[src/rtl/rom_arb_pkg.sv]
// Shared definitions for the ROM port arbiter: default geometry, the
// one-hot tag type carried down the response pipeline, and the
// round-robin pick function used by rom_arb_rr_grant.
package rom_arb_pkg;

  localparam int unsigned DEF_ADDR_W  = 17;
  localparam int unsigned DEF_DATA_W  = 4;
  localparam int unsigned DEF_ROM_LAT = 1;
  localparam int unsigned MAX_REQ     = 8;

  // One-hot requester vector, sized for the largest supported arbiter.
  typedef logic [MAX_REQ-1:0] tag_t;

  // First valid requester at or after pointer, wrapping modulo n.
  function automatic tag_t rr_pick(input tag_t valid, input logic [2:0] pointer,
                                   input int unsigned n);
    tag_t       pick;
    logic [2:0] idx;
    pick = '0;
    for (int unsigned k = 0; k < MAX_REQ; k++) begin
      idx = 3'((32'(pointer) + k) % n);
      if (k < n && pick == '0 && valid[idx]) pick[idx] = 1'b1;
    end
    return pick;
  endfunction

endpackage

[src/rtl/rom_arb_rr_grant.sv]
// Round-robin grant: combinational one-hot selection starting at the
// pointer, plus the pointer register that moves past the winner
// whenever the caller reports that the grant was taken.
module rom_arb_rr_grant
  import rom_arb_pkg::*;
#(
  parameter int unsigned NUM_REQ = 4
) (
  input  logic               clk,
  input  logic               rst_n,
  input  logic [NUM_REQ-1:0] valid,
  input  logic               advance,
  output logic [NUM_REQ-1:0] grant
);

  logic [2:0] pointer;
  logic [2:0] pointer_next;

  // Select the first valid requester from the pointer onward.
  always_comb begin
    grant = (NUM_REQ)'(rr_pick(tag_t'(valid), pointer, NUM_REQ));
  end

  // Pointer moves to the slot just after the current winner.
  always_comb begin
    pointer_next = pointer;
    for (int unsigned i = 0; i < NUM_REQ; i++) begin
      if (grant[i]) pointer_next = (i + 1 == NUM_REQ) ? 3'd0 : 3'(i + 1);
    end
  end

  // Pointer register, updated only when the grant completes a handshake.
  always_ff @(posedge clk or negedge rst_n) begin
    if (!rst_n)       pointer <= '0;
    else if (advance) pointer <= pointer_next;
  end

endmodule

[src/rtl/rom_port_arbiter.sv]
// Shares one synchronous single-port image ROM among NUM_REQ pixel-fetch
// requesters. One address is granted per vga_clk; a one-hot tag follows
// the ROM latency so the returned palette index reaches its owner.
// Optional build macro ROM_ARB_BG_PRIORITY_EN: requester 0 (background
// scan-out) always wins and round-robin covers requesters 1..NUM_REQ-1.
module rom_port_arbiter
  import rom_arb_pkg::*;
#(
  parameter int unsigned NUM_REQ = 4,
  parameter int unsigned ADDR_W  = DEF_ADDR_W,
  parameter int unsigned DATA_W  = DEF_DATA_W,
  parameter int unsigned ROM_LAT = DEF_ROM_LAT
) (
  input  logic                      vga_clk,
  input  logic                      reset_n,
  input  logic [NUM_REQ-1:0]        req_valid,
  input  logic [NUM_REQ*ADDR_W-1:0] req_addr,
  output logic [NUM_REQ-1:0]        req_ready,
  output logic [NUM_REQ-1:0]        rsp_valid,
  output logic [DATA_W-1:0]         rsp_data,
  output logic [ADDR_W-1:0]         rom_address,
  input  logic [DATA_W-1:0]         rom_q,
  output logic                      busy
);

  logic [NUM_REQ-1:0] rr_valid;
  logic [NUM_REQ-1:0] rr_grant;
  logic               rr_advance;
  logic [ADDR_W-1:0]  grant_addr;
  logic [ADDR_W-1:0]  addr_q;
  logic [NUM_REQ-1:0] tag_pipe [ROM_LAT];

  rom_arb_rr_grant #(
    .NUM_REQ(NUM_REQ)
  ) u_rr (
    .clk    (vga_clk),
    .rst_n  (reset_n),
    .valid  (rr_valid),
    .advance(rr_advance),
    .grant  (rr_grant)
  );

  // Final grant; a grant is a handshake because it implies req_valid.
  always_comb begin
`ifdef ROM_ARB_BG_PRIORITY_EN
    // Requester 0 bypasses the ring, so it never moves the pointer.
    rr_valid   = {req_valid[NUM_REQ-1:1], 1'b0};
    rr_advance = (|rr_grant) && !req_valid[0];
    req_ready  = req_valid[0] ? NUM_REQ'(1) : rr_grant;
`else
    rr_valid   = req_valid;
    rr_advance = |rr_grant;
    req_ready  = rr_grant;
`endif
    if (!reset_n) req_ready = '0;
  end

  // Address of the granted requester; rom_address holds when idle.
  always_comb begin
    grant_addr = '0;
    for (int unsigned i = 0; i < NUM_REQ; i++) begin
      if (req_ready[i]) grant_addr = req_addr[i*ADDR_W +: ADDR_W];
    end
    rom_address = (|req_ready) ? grant_addr : addr_q;
  end

  // Registered copy of the last granted address.
  always_ff @(posedge vga_clk or negedge reset_n) begin
    if (!reset_n)        addr_q <= '0;
    else if (|req_ready) addr_q <= grant_addr;
  end

  // Tag pipeline matching the ROM read latency.
  always_ff @(posedge vga_clk or negedge reset_n) begin
    if (!reset_n) begin
      for (int unsigned s = 0; s < ROM_LAT; s++) tag_pipe[s] <= '0;
    end else begin
      tag_pipe[0] <= req_ready;
      for (int unsigned s = 1; s < ROM_LAT; s++) tag_pipe[s] <= tag_pipe[s-1];
    end
  end

  // Response routing and in-flight indication.
  always_comb begin
    rsp_valid = tag_pipe[ROM_LAT-1];
    rsp_data  = (|rsp_valid) ? rom_q : '0;
    busy      = 1'b0;
    for (int unsigned s = 0; s < ROM_LAT; s++) busy = busy | (|tag_pipe[s]);
  end

endmodule

[config.mk]
export PLATFORM = sky130hd
export DESIGN_NAME = rom_port_arbiter
export DESIGN_NICKNAME = d
export VERILOG_FILES = /design/src/rtl/rom_arb_pkg.sv /design/src/rtl/rom_arb_rr_grant.sv /design/src/rtl/rom_port_arbiter.sv
export SDC_FILE = /design/constraint.sdc
export NUM_CORES = 1
export LEC_CHECK = 0
export BUFFER_PORTS_ARGS = -buffer_cell sky130_fd_sc_hd__buf_2
export CELL_PAD_IN_SITES_DETAIL_PLACEMENT = 1
export CELL_PAD_IN_SITES_GLOBAL_PLACEMENT = 1
export CORE_MARGIN = 2
export CORE_UTILIZATION = 29
export DETAILED_ROUTE_END_ITERATION = 8
export GPL_ROUTABILITY_DRIVEN = 0
export PLACE_DENSITY = 0.82
export SYNTH_ARGS = -nofsm -noshare
export SYNTH_HDL_FRONTEND = slang
export SYNTH_SLANG_ARGS = --single-unit
[constraint.sdc]
create_clock -name vga_clk -period 3.5 [get_ports vga_clk]
set_clock_uncertainty 0.1 [all_clocks]
set_input_delay 0.525 -clock vga_clk [delete_from_list [all_inputs] [get_ports vga_clk]]
set_output_delay 0.525 -clock vga_clk [all_outputs]
set_load 0.005 [all_outputs]
==> results.cfg <==
[run_status]
status = complete, but fails checks
violations = setup timing

[setup_path]
path_buf_inv = 5
cp_top_family = compound AO/OA/AOI/OAI gates
r2r_setup_slack_ps = -180
cp_max_fo = 5
path_class = flip-flop to primary output
r2r-end = addr_q[2]
regToRegStartpoint = u_rr.pointer[0]
cpMaxStageDelayCell = mux4_2
cpPeakStageDelay_ps = 510
crit_path_end_kind = primary output
crit_required_ps = 2870
rr_worst_depth = 14
crit_path_frequent_cell = buf_4
worstPathCellList = inv_4, ha_4, mux4_2, a21boi_4, a22o_1, a2111o_1, o41ai_4, buf_4, clkbuf_16, buf_4, o31ai_4, o2bb2ai_2, buf_2
worstSetupStartpointType = flip-flop
arrival_ps = 3670

[layout]
fin_cells = 421
drive_above_1_share_pct = 73.0
syn_to_final_growth_pct = 96.1
design_area_sq_mm = 0.00363
diodes = 0
final_nets = 431

[sta]
worstMarginPinSlew_ps = 681
holdWs_ps = 76.2
final_max_slew_viol_count = 0
fin_crit_ps = 4300
post-route-period-util_pct = 123
rsz0062_at_grt = yes
setup-tns-final_ps = -14870
final_hold_viol_count = 0
layout_setup_ws_ps = -798
timing.slew.headroom_pct = 54.2
fmax_mhz = 233
setup_viol = 29

[place]
dpl-instance-area_sq_mm = 0.00284
hpwl_um = 5550
numPortBuffers = 107
dp.cells = 388

[floorplan]
die_w_um = 83.9
pin_count = 108
num_rows = 29
start_util_pct = 29.5
die_h_um = 83.9
core_area_sq_mm = 0.00628
dieArea_sq_mm = 0.00704

[yosys]
synthTopCellsByArea = dfrtp_1, a221oi_1, o2bb2ai_1
synth_top_family_by_area = compound AO/OA/AOI/OAI gates
synth_area_sq_mm = 0.00185
syn_avg_cell_area_sq_um = 10.3
synth_top_cell_area_share_pct = 31.1
synth.area.mux_share_pct = 4.86
synth_compound_area_share_pct = 35.5
synth_xor_area_share_pct = 0
synth-edff-count = 0
synthFlopType = dfrtp_1
yosys.area.top_type = dfrtp_1
yosysSeqAreaShare_pct = 31.1
synthesis.nets = 265
synth-seq-cells = 23
synthAdderAreaFrac_pct = 5.41
ys_types = 39
synthSimpleGateAreaFrac_pct = 14.9
yosysWarnings = 0
syn_inst = 179
async_reset_ff_share_pct = 100

[cts]
ctsHoldBuffers = 0
numCtsBuffers = 3
clk_pin_slew_ps = 100
cts_max_level = 1
clock_latency_ps = 280
clock-root-buffer = clkbuf_8
clock_path_buffers = 2
clock-sinks = 23
cts_tree = done

[detailed_routing]
drc = 0
drt_first_iter_violations = 131
via_per_inst = 5.65
wirelength_um = 9730
dr.pass1.iters = 4
num_vias = 2377
routedWlPerCell_um = 23.1
ant_nets = 0

[grt]
antenna_found_initial = 0
grt_pass1_wl_um = 13100
grt-ovfl-total = 0
grt_start_max_net_pins = 35
grtUsageTotal_pct = 23.0
first_global_vias = 2582

[run]
max_cap_violations = 0

[hold_path]
hp-class = primary input to asynchronous set/reset pin
[per-stage QoR]
stage	util, %	setup WS (ps)
finish	57.8	-798
global route	57.8	-903
CTS	52.3	-668
detailed placement	45.3	-378
global placement	45.3	-265
floorplan	-	-212
[flip-flops by register name (all words and copies together) (netlist names)]
name and flops:
u_rr.pointer 2, addr_q 17, rsp_valid 4
[cell usage in the layout, fill, tap and decap left out, drive strengths merged, types with 3 or more instances in the layout]
cell / netlist / routed
o21ai: 6 / 6
o21a: 3 / 3
nor2: 5 / 5
nand3b: 17 / 17
ha: 8 / 8
buf: 13 / 173
dfrtp: 23 / 23
clkbuf: 1 / 5
nor2b: 5 / 5
a221oi: 18 / 18
nand2: 4 / 4
o31ai: 19 / 19
o2bb2ai: 17 / 17
a22oi: 3 / 3
inv: 11 / 11
mux4: 4 / 4
[kinds of logic after synthesis]
family / count (synthesis)
fa+ha+maj: 8
compound gates: 76
mux: 4
buf+inv: 25
simple gates: 43
flops: 23
[cell usage after synthesis (2+ instances only)]
cell	instances
o31ai_1	18
and2_1	2
inv_1	11
a22o_1	2
o2bb2ai_1	17
o21ai_0	4
a22oi_1	3
buf_2	5
nor2_1	5
o21a_1	3
a221oi_1	17
nand3b_1	17
mux4_2	4
buf_6	6
or2_2	2
nand2_1	4
nand3_1	2
nor3_2	2
buf_4	2
nor2b_1	5
dfrtp_1	23
ha_1	8
[worst max-delay path by stage]
stage	start	to	slack [ps]	cells after the start
3_3_place_gp	u_rr.pointer[0]	rom_address[15]	-270	12
4_1_cts	u_rr.pointer[0]	rom_address[6]	-670	13
6_report	u_rr.pointer[0]	rom_address[4]	-800	13
5_1_grt	u_rr.pointer[0]	rom_address[6]	-900	13
3_5_place_dp	u_rr.pointer[0]	rom_address[6]	-380	13
2_1_floorplan	u_rr.pointer[0]	rom_address[16]	-210	12
[timing repair]
action                                  CTS  global route
pin swaps                                15            30
cloned                                    1             3
resized for setup                        39            48
endpoints found under the setup margin   21            36
setup buffers                            23            14
[cell type report]
type                            instances  area (sq um)
Inverter                               11          43.8
Fill cell                             685          2650
Sequential cell                        23           577
Multi-Input combinational cell        131          1610
Clock buffer                            3          41.3
Timing Repair Buffer                  175          1260
Tap cell                               77          96.3
Clock inverter                          1          5.00
[per-layer routing]
metal	up-vias	wire length, um	GRT usage (%)
met5	-	0	0
met4	0	465	8.36
met3	34	488	4.45
met2	127	5200	41.7
met1	1164	3570	26.6
li1	1052	-	-
Power is not shown: default switching activity piles up to over one toggle a cycle in this logic, so the estimate is an artifact.
